===== src/rtl/sha256_chunk_engine_if.sv =====
// sha256_chunk_engine_if: chunk-in / digest-out handshake bundle for sha256_chunk_engine.
// The in_mode224 signal exists only when SHA256_SHA224_EN is defined.
interface sha256_chunk_engine_if;
   logic         in_valid;
   logic         in_ready;
   logic         in_first;
   logic [511:0] in_chunk;
   logic         out_valid;
   logic         out_ready;
   logic [255:0] out_digest;
   logic         busy;
`ifdef SHA256_SHA224_EN
   logic         in_mode224;
`endif

   // Host side: offers chunks, consumes digests.
   modport master (
`ifdef SHA256_SHA224_EN
      output in_mode224,
`endif
      output in_valid, in_first, in_chunk, out_ready,
      input  in_ready, out_valid, out_digest, busy
   );

   // Engine side.
   modport slave (
`ifdef SHA256_SHA224_EN
      input  in_mode224,
`endif
      input  in_valid, in_first, in_chunk, out_ready,
      output in_ready, out_valid, out_digest, busy
   );
endinterface


===== src/rtl/sha256_chunk_engine.sv =====
// sha256_chunk_engine: iterative SHA-256 compression of one pre-padded 512-bit chunk,
// ROUNDS_PER_CYCLE rounds per clock, with feed-forward and multi-chunk chaining.
// Optional feature macro: SHA256_SHA224_EN (adds in_mode224 and the SHA-224 IV/truncation).
module sha256_chunk_engine #(
   parameter int CHUNKSIZE        = 512,
   parameter int ROUNDS_PER_CYCLE = 1
) (
   input logic                  clk,
   input logic                  reset,
   sha256_chunk_engine_if.slave bus
);
   localparam int R = ROUNDS_PER_CYCLE;

   // H0 sits in the least significant word throughout.
   localparam logic [255:0] IV256 = {32'h5be0cd19, 32'h1f83d9ab, 32'h9b05688c, 32'h510e527f,
                                     32'ha54ff53a, 32'h3c6ef372, 32'hbb67ae85, 32'h6a09e667};

   localparam logic [31:0] K [64] = '{
      32'h428a2f98, 32'h71374491, 32'hb5c0fbcf, 32'he9b5dba5, 32'h3956c25b, 32'h59f111f1, 32'h923f82a4, 32'hab1c5ed5,
      32'hd807aa98, 32'h12835b01, 32'h243185be, 32'h550c7dc3, 32'h72be5d74, 32'h80deb1fe, 32'h9bdc06a7, 32'hc19bf174,
      32'he49b69c1, 32'hefbe4786, 32'h0fc19dc6, 32'h240ca1cc, 32'h2de92c6f, 32'h4a7484aa, 32'h5cb0a9dc, 32'h76f988da,
      32'h983e5152, 32'ha831c66d, 32'hb00327c8, 32'hbf597fc7, 32'hc6e00bf3, 32'hd5a79147, 32'h06ca6351, 32'h14292967,
      32'h27b70a85, 32'h2e1b2138, 32'h4d2c6dfc, 32'h53380d13, 32'h650a7354, 32'h766a0abb, 32'h81c2c92e, 32'h92722c85,
      32'ha2bfe8a1, 32'ha81a664b, 32'hc24b8b70, 32'hc76c51a3, 32'hd192e819, 32'hd6990624, 32'hf40e3585, 32'h106aa070,
      32'h19a4c116, 32'h1e376c08, 32'h2748774c, 32'h34b0bcb5, 32'h391c0cb3, 32'h4ed8aa4a, 32'h5b9cca4f, 32'h682e6ff3,
      32'h748f82ee, 32'h78a5636f, 32'h84c87814, 32'h8cc70208, 32'h90befffa, 32'ha4506ceb, 32'hbef9a3f7, 32'hc67178f2
   };

   generate
      if (CHUNKSIZE != 512) begin : g_bad_chunksize
         $error("sha256_chunk_engine: CHUNKSIZE must be 512");
      end
      if (R != 1 && R != 2 && R != 4 && R != 8 && R != 16) begin : g_bad_rounds
         $error("sha256_chunk_engine: ROUNDS_PER_CYCLE must be 1, 2, 4, 8 or 16");
      end
   endgenerate

   function automatic logic [31:0] rotr(input logic [31:0] x, input int n);
      return (x >> n) | (x << (32 - n));
   endfunction
   function automatic logic [31:0] big_s0(input logic [31:0] x);
      return rotr(x, 2) ^ rotr(x, 13) ^ rotr(x, 22);
   endfunction
   function automatic logic [31:0] big_s1(input logic [31:0] x);
      return rotr(x, 6) ^ rotr(x, 11) ^ rotr(x, 25);
   endfunction
   function automatic logic [31:0] small_s0(input logic [31:0] x);
      return rotr(x, 7) ^ rotr(x, 18) ^ (x >> 3);
   endfunction
   function automatic logic [31:0] small_s1(input logic [31:0] x);
      return rotr(x, 17) ^ rotr(x, 19) ^ (x >> 10);
   endfunction

   typedef enum logic [1:0] {S_IDLE, S_ROUND, S_FINAL, S_DONE} state_t;
   state_t state_reg, state_next;

   logic [255:0] work_reg;     // a..h, a in word 0
   logic [511:0] win_reg;      // W[t..t+15], W[t] in word 0
   logic [255:0] chain_reg;    // chaining value the current chunk started from
   logic [255:0] digest_reg;
   logic [5:0]   cnt_reg;
   logic [255:0] start_h;
   logic [255:0] chain_sum;
   logic [255:0] round_st;
   logic [511:0] round_win;
   logic         accept;
   logic         in_ready_c, out_valid_c, busy_c;

   assign accept = (state_reg == S_IDLE) && bus.in_valid;

   // R rounds chained combinationally; each stage consumes W[t] and slides the window by one.
   genvar gi;
   generate
      for (gi = 0; gi < R; gi++) begin : g_round
         logic [255:0] st_in, st_out;
         logic [511:0] win_in, win_out;
         logic [5:0]   t_idx;
         logic [31:0]  a, b, c, d, e, f, g, h, t1, t2, w_new;
         if (gi == 0) begin : g_head
            assign st_in  = work_reg;
            assign win_in = win_reg;
         end else begin : g_link
            assign st_in  = g_round[gi-1].st_out;
            assign win_in = g_round[gi-1].win_out;
         end
         assign t_idx = cnt_reg + 6'(gi);
         assign {h, g, f, e, d, c, b, a} = st_in;
         assign t1      = h + big_s1(e) + ((e & f) ^ (~e & g)) + K[t_idx] + win_in[31:0];
         assign t2      = big_s0(a) + ((a & b) ^ (a & c) ^ (b & c));
         assign st_out  = {g, f, e, d + t1, c, b, a, t1 + t2};
         assign w_new   = win_in[31:0] + small_s0(win_in[63:32]) + win_in[32*9 +: 32]
                        + small_s1(win_in[32*14 +: 32]);
         assign win_out = {w_new, win_in[511:32]};
      end
      for (gi = 0; gi < 8; gi++) begin : g_ff
         assign chain_sum[32*gi +: 32] = chain_reg[32*gi +: 32] + work_reg[32*gi +: 32];
      end
   endgenerate

   assign round_st  = g_round[R-1].st_out;
   assign round_win = g_round[R-1].win_out;

`ifdef SHA256_SHA224_EN
   localparam logic [255:0] IV224 = {32'hbefa4fa4, 32'h64f98fa7, 32'h68581511, 32'hffc00b31,
                                     32'hf70e5939, 32'h3070dd17, 32'h367cd507, 32'hc1059ed8};
   logic mode224_reg;

   assign start_h = bus.in_first ? (bus.in_mode224 ? IV224 : IV256) : chain_reg;

   // Mode is captured with in_first and persists across chained chunks.
   always_ff @(posedge clk) begin
      if (reset)
         mode224_reg <= 1'b0;
      else if (accept && bus.in_first)
         mode224_reg <= bus.in_mode224;
   end

   assign bus.out_digest = (state_reg == S_DONE && mode224_reg) ? {32'h0, digest_reg[223:0]}
                                                                 : digest_reg;
`else
   assign start_h        = bus.in_first ? IV256 : chain_reg;
   assign bus.out_digest = digest_reg;
`endif

   // State register.
   always_ff @(posedge clk) begin
      if (reset)
         state_reg <= S_IDLE;
      else
         state_reg <= state_next;
   end

   // Next-state logic.
   always_comb begin
      state_next = state_reg;
      case (state_reg)
         S_IDLE:  if (bus.in_valid) state_next = S_ROUND;
         S_ROUND: if (cnt_reg == 6'(64 - R)) state_next = S_FINAL;
         S_FINAL: state_next = S_DONE;
         S_DONE:  if (bus.out_ready) state_next = S_IDLE;
         default: state_next = S_IDLE;
      endcase
   end

   // Handshake outputs decoded from the state.
   always_comb begin
      in_ready_c  = 1'b0;
      out_valid_c = 1'b0;
      busy_c      = 1'b0;
      case (state_reg)
         S_IDLE:  in_ready_c  = 1'b1;
         S_ROUND: busy_c      = 1'b1;
         S_FINAL: busy_c      = 1'b1;
         S_DONE:  out_valid_c = 1'b1;
         default: in_ready_c  = 1'b0;
      endcase
   end

   assign bus.in_ready  = in_ready_c;
   assign bus.out_valid = out_valid_c;
   assign bus.busy      = busy_c;

   // Datapath: load on accept, iterate rounds, fold in the feed-forward at the end.
   always_ff @(posedge clk) begin
      if (reset) begin
         work_reg   <= '0;
         win_reg    <= '0;
         chain_reg  <= IV256;
         digest_reg <= '0;
         cnt_reg    <= '0;
      end else begin
         case (state_reg)
            S_IDLE: if (accept) begin
               win_reg   <= bus.in_chunk;
               work_reg  <= start_h;
               chain_reg <= start_h;
               cnt_reg   <= '0;
            end
            S_ROUND: begin
               work_reg <= round_st;
               win_reg  <= round_win;
               cnt_reg  <= cnt_reg + 6'(R);
            end
            S_FINAL: begin
               chain_reg  <= chain_sum;
               digest_reg <= chain_sum;
            end
            default: ;
         endcase
      end
   end
endmodule

===== src/flat_wrapper.sv =====
// flat-port wrapper written by rule: the top's interface ports become plain ports
module sha256_chunk_engine_flat 
#(
   parameter int CHUNKSIZE        = 512,
   parameter int ROUNDS_PER_CYCLE = 1
)
  (clk, reset, bus_in_valid, bus_in_first, bus_in_chunk, bus_out_ready, bus_in_ready, bus_out_valid, bus_out_digest, bus_busy);
  sha256_chunk_engine_if bus_i ();
  input logic clk;
  input logic reset;
  input wire logic [$bits(bus_i.in_valid)-1:0] bus_in_valid;
  input wire logic [$bits(bus_i.in_first)-1:0] bus_in_first;
  input wire logic [$bits(bus_i.in_chunk)-1:0] bus_in_chunk;
  input wire logic [$bits(bus_i.out_ready)-1:0] bus_out_ready;
  output wire logic [$bits(bus_i.in_ready)-1:0] bus_in_ready;
  output wire logic [$bits(bus_i.out_valid)-1:0] bus_out_valid;
  output wire logic [$bits(bus_i.out_digest)-1:0] bus_out_digest;
  output wire logic [$bits(bus_i.busy)-1:0] bus_busy;
  assign bus_i.in_valid = bus_in_valid;
  assign bus_i.in_first = bus_in_first;
  assign bus_i.in_chunk = bus_in_chunk;
  assign bus_i.out_ready = bus_out_ready;
  assign bus_in_ready = bus_i.in_ready;
  assign bus_out_valid = bus_i.out_valid;
  assign bus_out_digest = bus_i.out_digest;
  assign bus_busy = bus_i.busy;
  sha256_chunk_engine #(.CHUNKSIZE(CHUNKSIZE), .ROUNDS_PER_CYCLE(ROUNDS_PER_CYCLE)) u_core (.clk(clk), .reset(reset), .bus(bus_i));
endmodule

===== config.mk =====
export PLATFORM = sky130hd
export DESIGN_NAME = sha256_chunk_engine_flat
export DESIGN_NICKNAME = d
export VERILOG_FILES = /design/src/rtl/sha256_chunk_engine_if.sv /design/src/rtl/sha256_chunk_engine.sv /design/src/flat_wrapper.sv
export SDC_FILE = /design/constraint.sdc
export NUM_CORES = 2
export LEC_CHECK = 0
export ABC_AREA = 0
export CAP_MARGIN = 5
export CORE_ASPECT_RATIO = 1.4
export CORE_UTILIZATION = 38
export DETAILED_ROUTE_END_ITERATION = 10
export HOLD_SLACK_MARGIN = 0.06
export PLACE_DENSITY_LB_ADDON = 0.25
export SLEW_MARGIN = 10
export SYNTH_ARGS = -nofsm -noshare
export SYNTH_HDL_FRONTEND = slang
export SYNTH_SLANG_ARGS = --single-unit

===== constraint.sdc =====
create_clock -name clk -period 10.66 [get_ports clk]
set_input_delay 1.599 -clock clk [delete_from_list [all_inputs] [get_ports clk]]
set_output_delay 1.599 -clock clk [all_outputs]
set_load 0.05 [all_outputs]

== After elaboration in Yosys (flattened, before gate mapping) ==
Memory sizes are Yosys's and may differ from the RTL's.
Cells that the tools add are included.
Storage, ports and cells
  RAM bits: 0
  memory bits (read-only): 2048
  bits in registers: 1288
  output and inout port bits: 259
  bits in latches: 0
  memories kept: 1
Operators by class
  multipliers: 0
  equality and inequality tests: 8
  magnitude comparators: 1
  shift operators: 0
  muxes and demuxes: 17
  $add $sub $neg: 19
  bitwise operators: 28
  reduce and logical (&&, ||, !) cells: 8
  divide/modulo/power cells: 0
Memories
  (no name shown): depth 64, width 32, read ports 1, clocked after memory_dff 0, wr ports 0, RTL line sha256_chunk_engine.sv:88  | assign t1 = h + big_s1(e) + ((e & f) ^ (~e & g)) + K[t_idx] + win_in[31:0];
Operators by type and width (number)
  one-hot mux 256 bit (2 select lines): 2
  one-hot mux 512 bit (2 select lines): 1
  adder 32 bit: 18
  two-way mux 256 bit: 2
  two-way mux 512 bit: 1
  XOR 32 bit: 9
  bitwise AND 32 bit: 5
  two-way mux 32 bit: 2
  NOT 32 bit: 1
  OR 10 x 32 -> 32 bit: 1
  OR 13 x 32 -> 32 bit: 1
  OR 14 x 32 -> 32 bit: 1
  OR 15 x 32 -> 32 bit: 1
  OR 19 x 32 -> 32 bit: 1
  OR 21 x 32 -> 32 bit: 1
  OR 25 x 32 -> 32 bit: 1
  OR 26 x 32 -> 32 bit: 1
  OR 30 x 32 -> 32 bit: 1
  OR 7 x 32 -> 32 bit: 1
  XOR 32 x 22 -> 32 bit: 1
  XOR 32 x 29 -> 32 bit: 1
  one-hot mux 6 bit (2 select lines): 1
  one-hot mux 2 bit (4 select lines): 1
  >= comparator 7 bit (second input constant): 1
  16 further kinds: 25

== Longest topological paths before layout ==
  depth after elaboration: 9
  gate-level depth with buffers: 41
  mapped depth without buffers: 40

== Least setup slack after synthesis ==
No wires, ideal clock.
  kind: register to register
  start: register u_core.cnt_reg[1]
  end: register u_core.work_reg[31], in the netlist u_core.g_round[0].st_in[31]
  library setup time: 0.076 ns
  stages on the path, launching flop included: 36
  setup slack: 2.091 ns
  buffers on the path: 2
  arrival time: 8.493 ns
  data required time: 10.584 ns
  cell sequence: dfxtp_1 -> clkbuf_1 -> clkinv_1 -> ha_1 -> clkbuf_1 -> nor2b_1 -> o311a_1 -> o31ai_1 -> fa_1 -> fa_1 -> fa_1 -> inv_1 -> ha_1 -> a21o_1 -> a21oi_1 -> o211ai_1 -> a31oi_1 -> o21ai_1 -> o211a_1 -> o21ai_1 -> nor2b_1 -> nor3_1 -> o21bai_1 -> a21oi_1 -> xnor2_1 -> fa_1 -> ha_1 -> a21o_1 -> a21oi_1 -> or3b_2 -> o21ai_0 -> o31a_1 -> o31ai_1 -> a21oi_1 -> xnor3_1 -> o22ai_1
Between the ends
  word-level cells in the longest chain between the ends: 8
RTL lines
  start, declared: RTL line sha256_chunk_engine.sv:61  | logic [5:0] cnt_reg;
  start signal, assigned: RTL line sha256_chunk_engine.sv:182  | cnt_reg <= cnt_reg + 6'(R);
  NOT 6 -> 7 bit (not written as such): RTL line sha256_chunk_engine.sv:88
  memory read (64 x 32 bit)
  two-way mux 32 bit (not written as such) (2 in series): RTL line sha256_chunk_engine.sv:88
  adder 32 bit (2 in series): RTL line sha256_chunk_engine.sv:88
  adder 32 bit: RTL line sha256_chunk_engine.sv:90  | assign st_out = {g, f, e, d + t1, c, b, a, t1 + t2};
  one-hot mux 256 bit (2 select lines): RTL line sha256_chunk_engine.sv:172  | case (state_reg)
  end signal, assigned: RTL line sha256_chunk_engine.sv:175  | work_reg <= start_h;
  end signal, assigned: RTL line sha256_chunk_engine.sv:180  | work_reg <= round_st;
  end, declared: RTL line sha256_chunk_engine.sv:57  | logic [255:0] work_reg;
Every way passes these cells. The select of a mux whose other input is x is not followed.
A chain may end at the register's enable or synchronous reset.

== Final worst setup path ==
  start: register u_core.cnt_reg[3]
  end: register u_core.work_reg[31], in the netlist u_core.g_round[0].st_in[31]
Same word-level chain as after synthesis.

==> impl_results.md <==
* Sink Count at approximately 1300
* Status: finished, final reports clean
* Die area at a little under 200000 um^2
* Synthesized flop and latch total at 1288
* Clock root cell: clkbuf_16
* Layout cells sized above 1 at 0.0582
* Vias at 71200
* Main synth FF type: dfxtp_1
* IO Port Bufs at 775
* Post CTS Setup Buffer Count at 0
* CTS clk-pin slew, worst paths at 60 ps
* FF+latch area at 25800 um^2
* Async S/R FF share, synth at 0
* Area share of the largest cell type after synthesis at 0.347
* Most frequent cells in the layout: dfxtp_1, nor2_1, clkdlybuf4s50_1
* Mapped Area at 74400 um^2
* RSZ-0062 raised after global routing: false
* # rows at 191
* Post-synthesis mux area share at 0.0339
* H-tree depth at 4
* Post-Synth Simple-Gate Area at 0.130
* CTS tree: done
* Post-synthesis adder-cell area fraction at 0.122
* Post-synthesis sequential area ratio at 0.347
* Critical Path Fanout Max at 39
* Initial antenna violation count at 37
* Via/cell ratio at 5.89
* Worst Path Arrival at just under 10000 ps
* Fin crit period at 9070 ps
* Min-Delay Endpoint: u_core.bus.out_digest[174]
* Largest net degree at the start of global routing at around 250
* DRC at 0
* Ys Warns at 0
* Synthesized Nets at ~10000
* Drt total wl at 341000 um
* Core area at between 150000 and 200000 um^2
* Number of flip-flops in the largest register at between 500 and 600
* Num CTS Buffers at 136
* Cell depth of the worst hold path at 2
* Max-cap viol count at 0
* Relative slew slack at 0.0872
* Kind of critical path: reg -> reg
* CP Capture Type: flop
* Slowest CP cell: fa_1
* Final hold vios at 0
* Final RePlAce weighted congestion at around 0.99
* Worst reg2reg setup slack at 1590 ps
* Fin nets at 10500
* Commonest non-fill, non-tap cell in the layout: dfxtp_1
* Post-Route Utilization at 0.462
* Synth cell types at 96
* First-pass iteration count of the detailed router at 8
* Die Y at 526 um
* Number of global-route vias before repair at 68900
* Clock Skew at 38.5 ps
* Top cells by area, synth: dfxtp_1, ha_1, nor2_1, fa_1, xnor2_1
* Initial DRC count at 6807
* Congestion Overflow GR at 0
* Post-route ant nets at 0
* Hold Crit Class: reg -> reg
* Xor and xnor area share after synthesis at 0.0688
* Detail Placement HPWL at 257000 um
* # setup viols final at 0
* WP data required at 11350 ps
* Synth-to-Final Area Change at 20.5%
* Final critical-path share of the clock period at 0.851
* I/O pin count at 776
* CTS max path bufs at 3
* Largest family of logic cells by synthesized area: compound AO/OA/AOI/OAI gates
* Syn Inst Count at between 8000 and 9000
* CP Launch Type: flop
* Peak Freq at 110 MHz
* Slowest stage delay, CP at 490 ps
* Worst r2r dst: u_core.g_round[0].st_in[31]
* Die W at between 300 and 400 um
* First-pass GRT wire length at 484000 um
* Syn Area/Cell at approximately 8.4 um^2
* Routed wire length per instance at approximately 28 um
* Synth area leader: dfxtp_1
* Worst-Skew Late Latency at ~800 ps
* Compound-cell area share of the yosys netlist at 0.249
* HP Start: u_core.bus.out_digest[174]
* Hold-fix buffers at CTS at 0
* Final setup TNS at 0 ps
* Slew Viols, Final at 0
* # fillers at 19100
* Tightest Pin Transition at 1370 ps
* Worst Reg2Reg Path Length in Cells at 38
* GRT Total Usage at 0.333
* Most frequent CP cell: a21oi_1
* Starting Density at 0.383
* FF-to-FF Start: u_core.cnt_reg[3]
* Number of synthesized flops with an enable pin at 0
* Footprint of the multi-input gates at 45000 um^2
* Post-CTS Resized at 0
## worst max-delay path by stage
stage	start	end	slack (ps)	cells past startpoint
floorplan	u_core.cnt_reg[1]	u_core.g_round[0].st_in[31]	2090	35
global placement	u_core.cnt_reg[2]	u_core.g_round[0].st_in[31]	1670	37
detailed placement	u_core.cnt_reg[3]	u_core.g_round[0].st_in[31]	1700	38
CTS	u_core.cnt_reg[3]	u_core.g_round[0].st_in[31]	1660	38
global route	u_core.cnt_reg[3]	u_core.g_round[0].st_in[31]	1040	38
finish	u_core.cnt_reg[3]	u_core.g_round[0].st_in[31]	1590	38
## synth_stat cells, types with 105 or more instances
cell type	number
a21oi_1	497
nand2_1	554
nor2_1	1191
fa_1	195
xor2_1	138
mux2i_1	227
ha_1	395
xnor2_1	444
dfxtp_1	1288
a21o_1	192
nor3_1	105
inv_1	286
a31oi_1	111
o22ai_1	579
o21ai_0	771
clkbuf_1	629
## metal layers
metal | vias to the layer above | share of wire | GRT usage
li1 | 32800 | - | -
met2 | 3130 | 0.47 | 0.556
met4 | 22 | 0.084 | 0.245
met3 | 756 | 0.064 | 0.0511
met5 | - | 0.00042 | 0
met1 | 34500 | 0.38 | 0.385
## logic make-up after synthesis
| logic type | Yosys count |
|---|---|
| buf+inv | 988 |
| fa+ha+maj | 616 |
| flops | 1288 |
| simple gates | 2260 |
| compound gates | 2927 |
| mux | 242 |
| xor+xnor | 583 |
## worst max-delay path: cells and delay by family, from the launching register on
family | cells | cell delay, ps
fa+ha+maj | 6 | 2310
compound gates | 18 | 3390
simple gates | 7 | 1300
flops | 1 | 350
buf+inv | 5 | 1070
xor+xnor | 2 | 520
## final cells by class
cell class                 count  share of cell area
antenna                       19            0.000531
clock buffer                 193              0.0435
clock inverter                54             0.00794
inverter                     293              0.0124
multi-input combinational   6628               0.503
sequential                  1288               0.288
tap                         2605              0.0364
timing repair buffer        1025               0.109
## through the flow
stage	hold slack (ps)	setup WS, ps	std cells	instance area [um^2]
3_5_place_dp	462	1700	11800	85000
3_3_place_gp	459	1670	11800	85000
2_1_floorplan	442	2090	8904	74400
5_1_grt	494	1040	12100	89600
6_report	467	1590	12100	89600
4_1_cts	473	1660	12100	89600
Power is left out: the tool's default activity adds up to more than one toggle a clock period on the data nets, which glitch-free logic cannot reach.
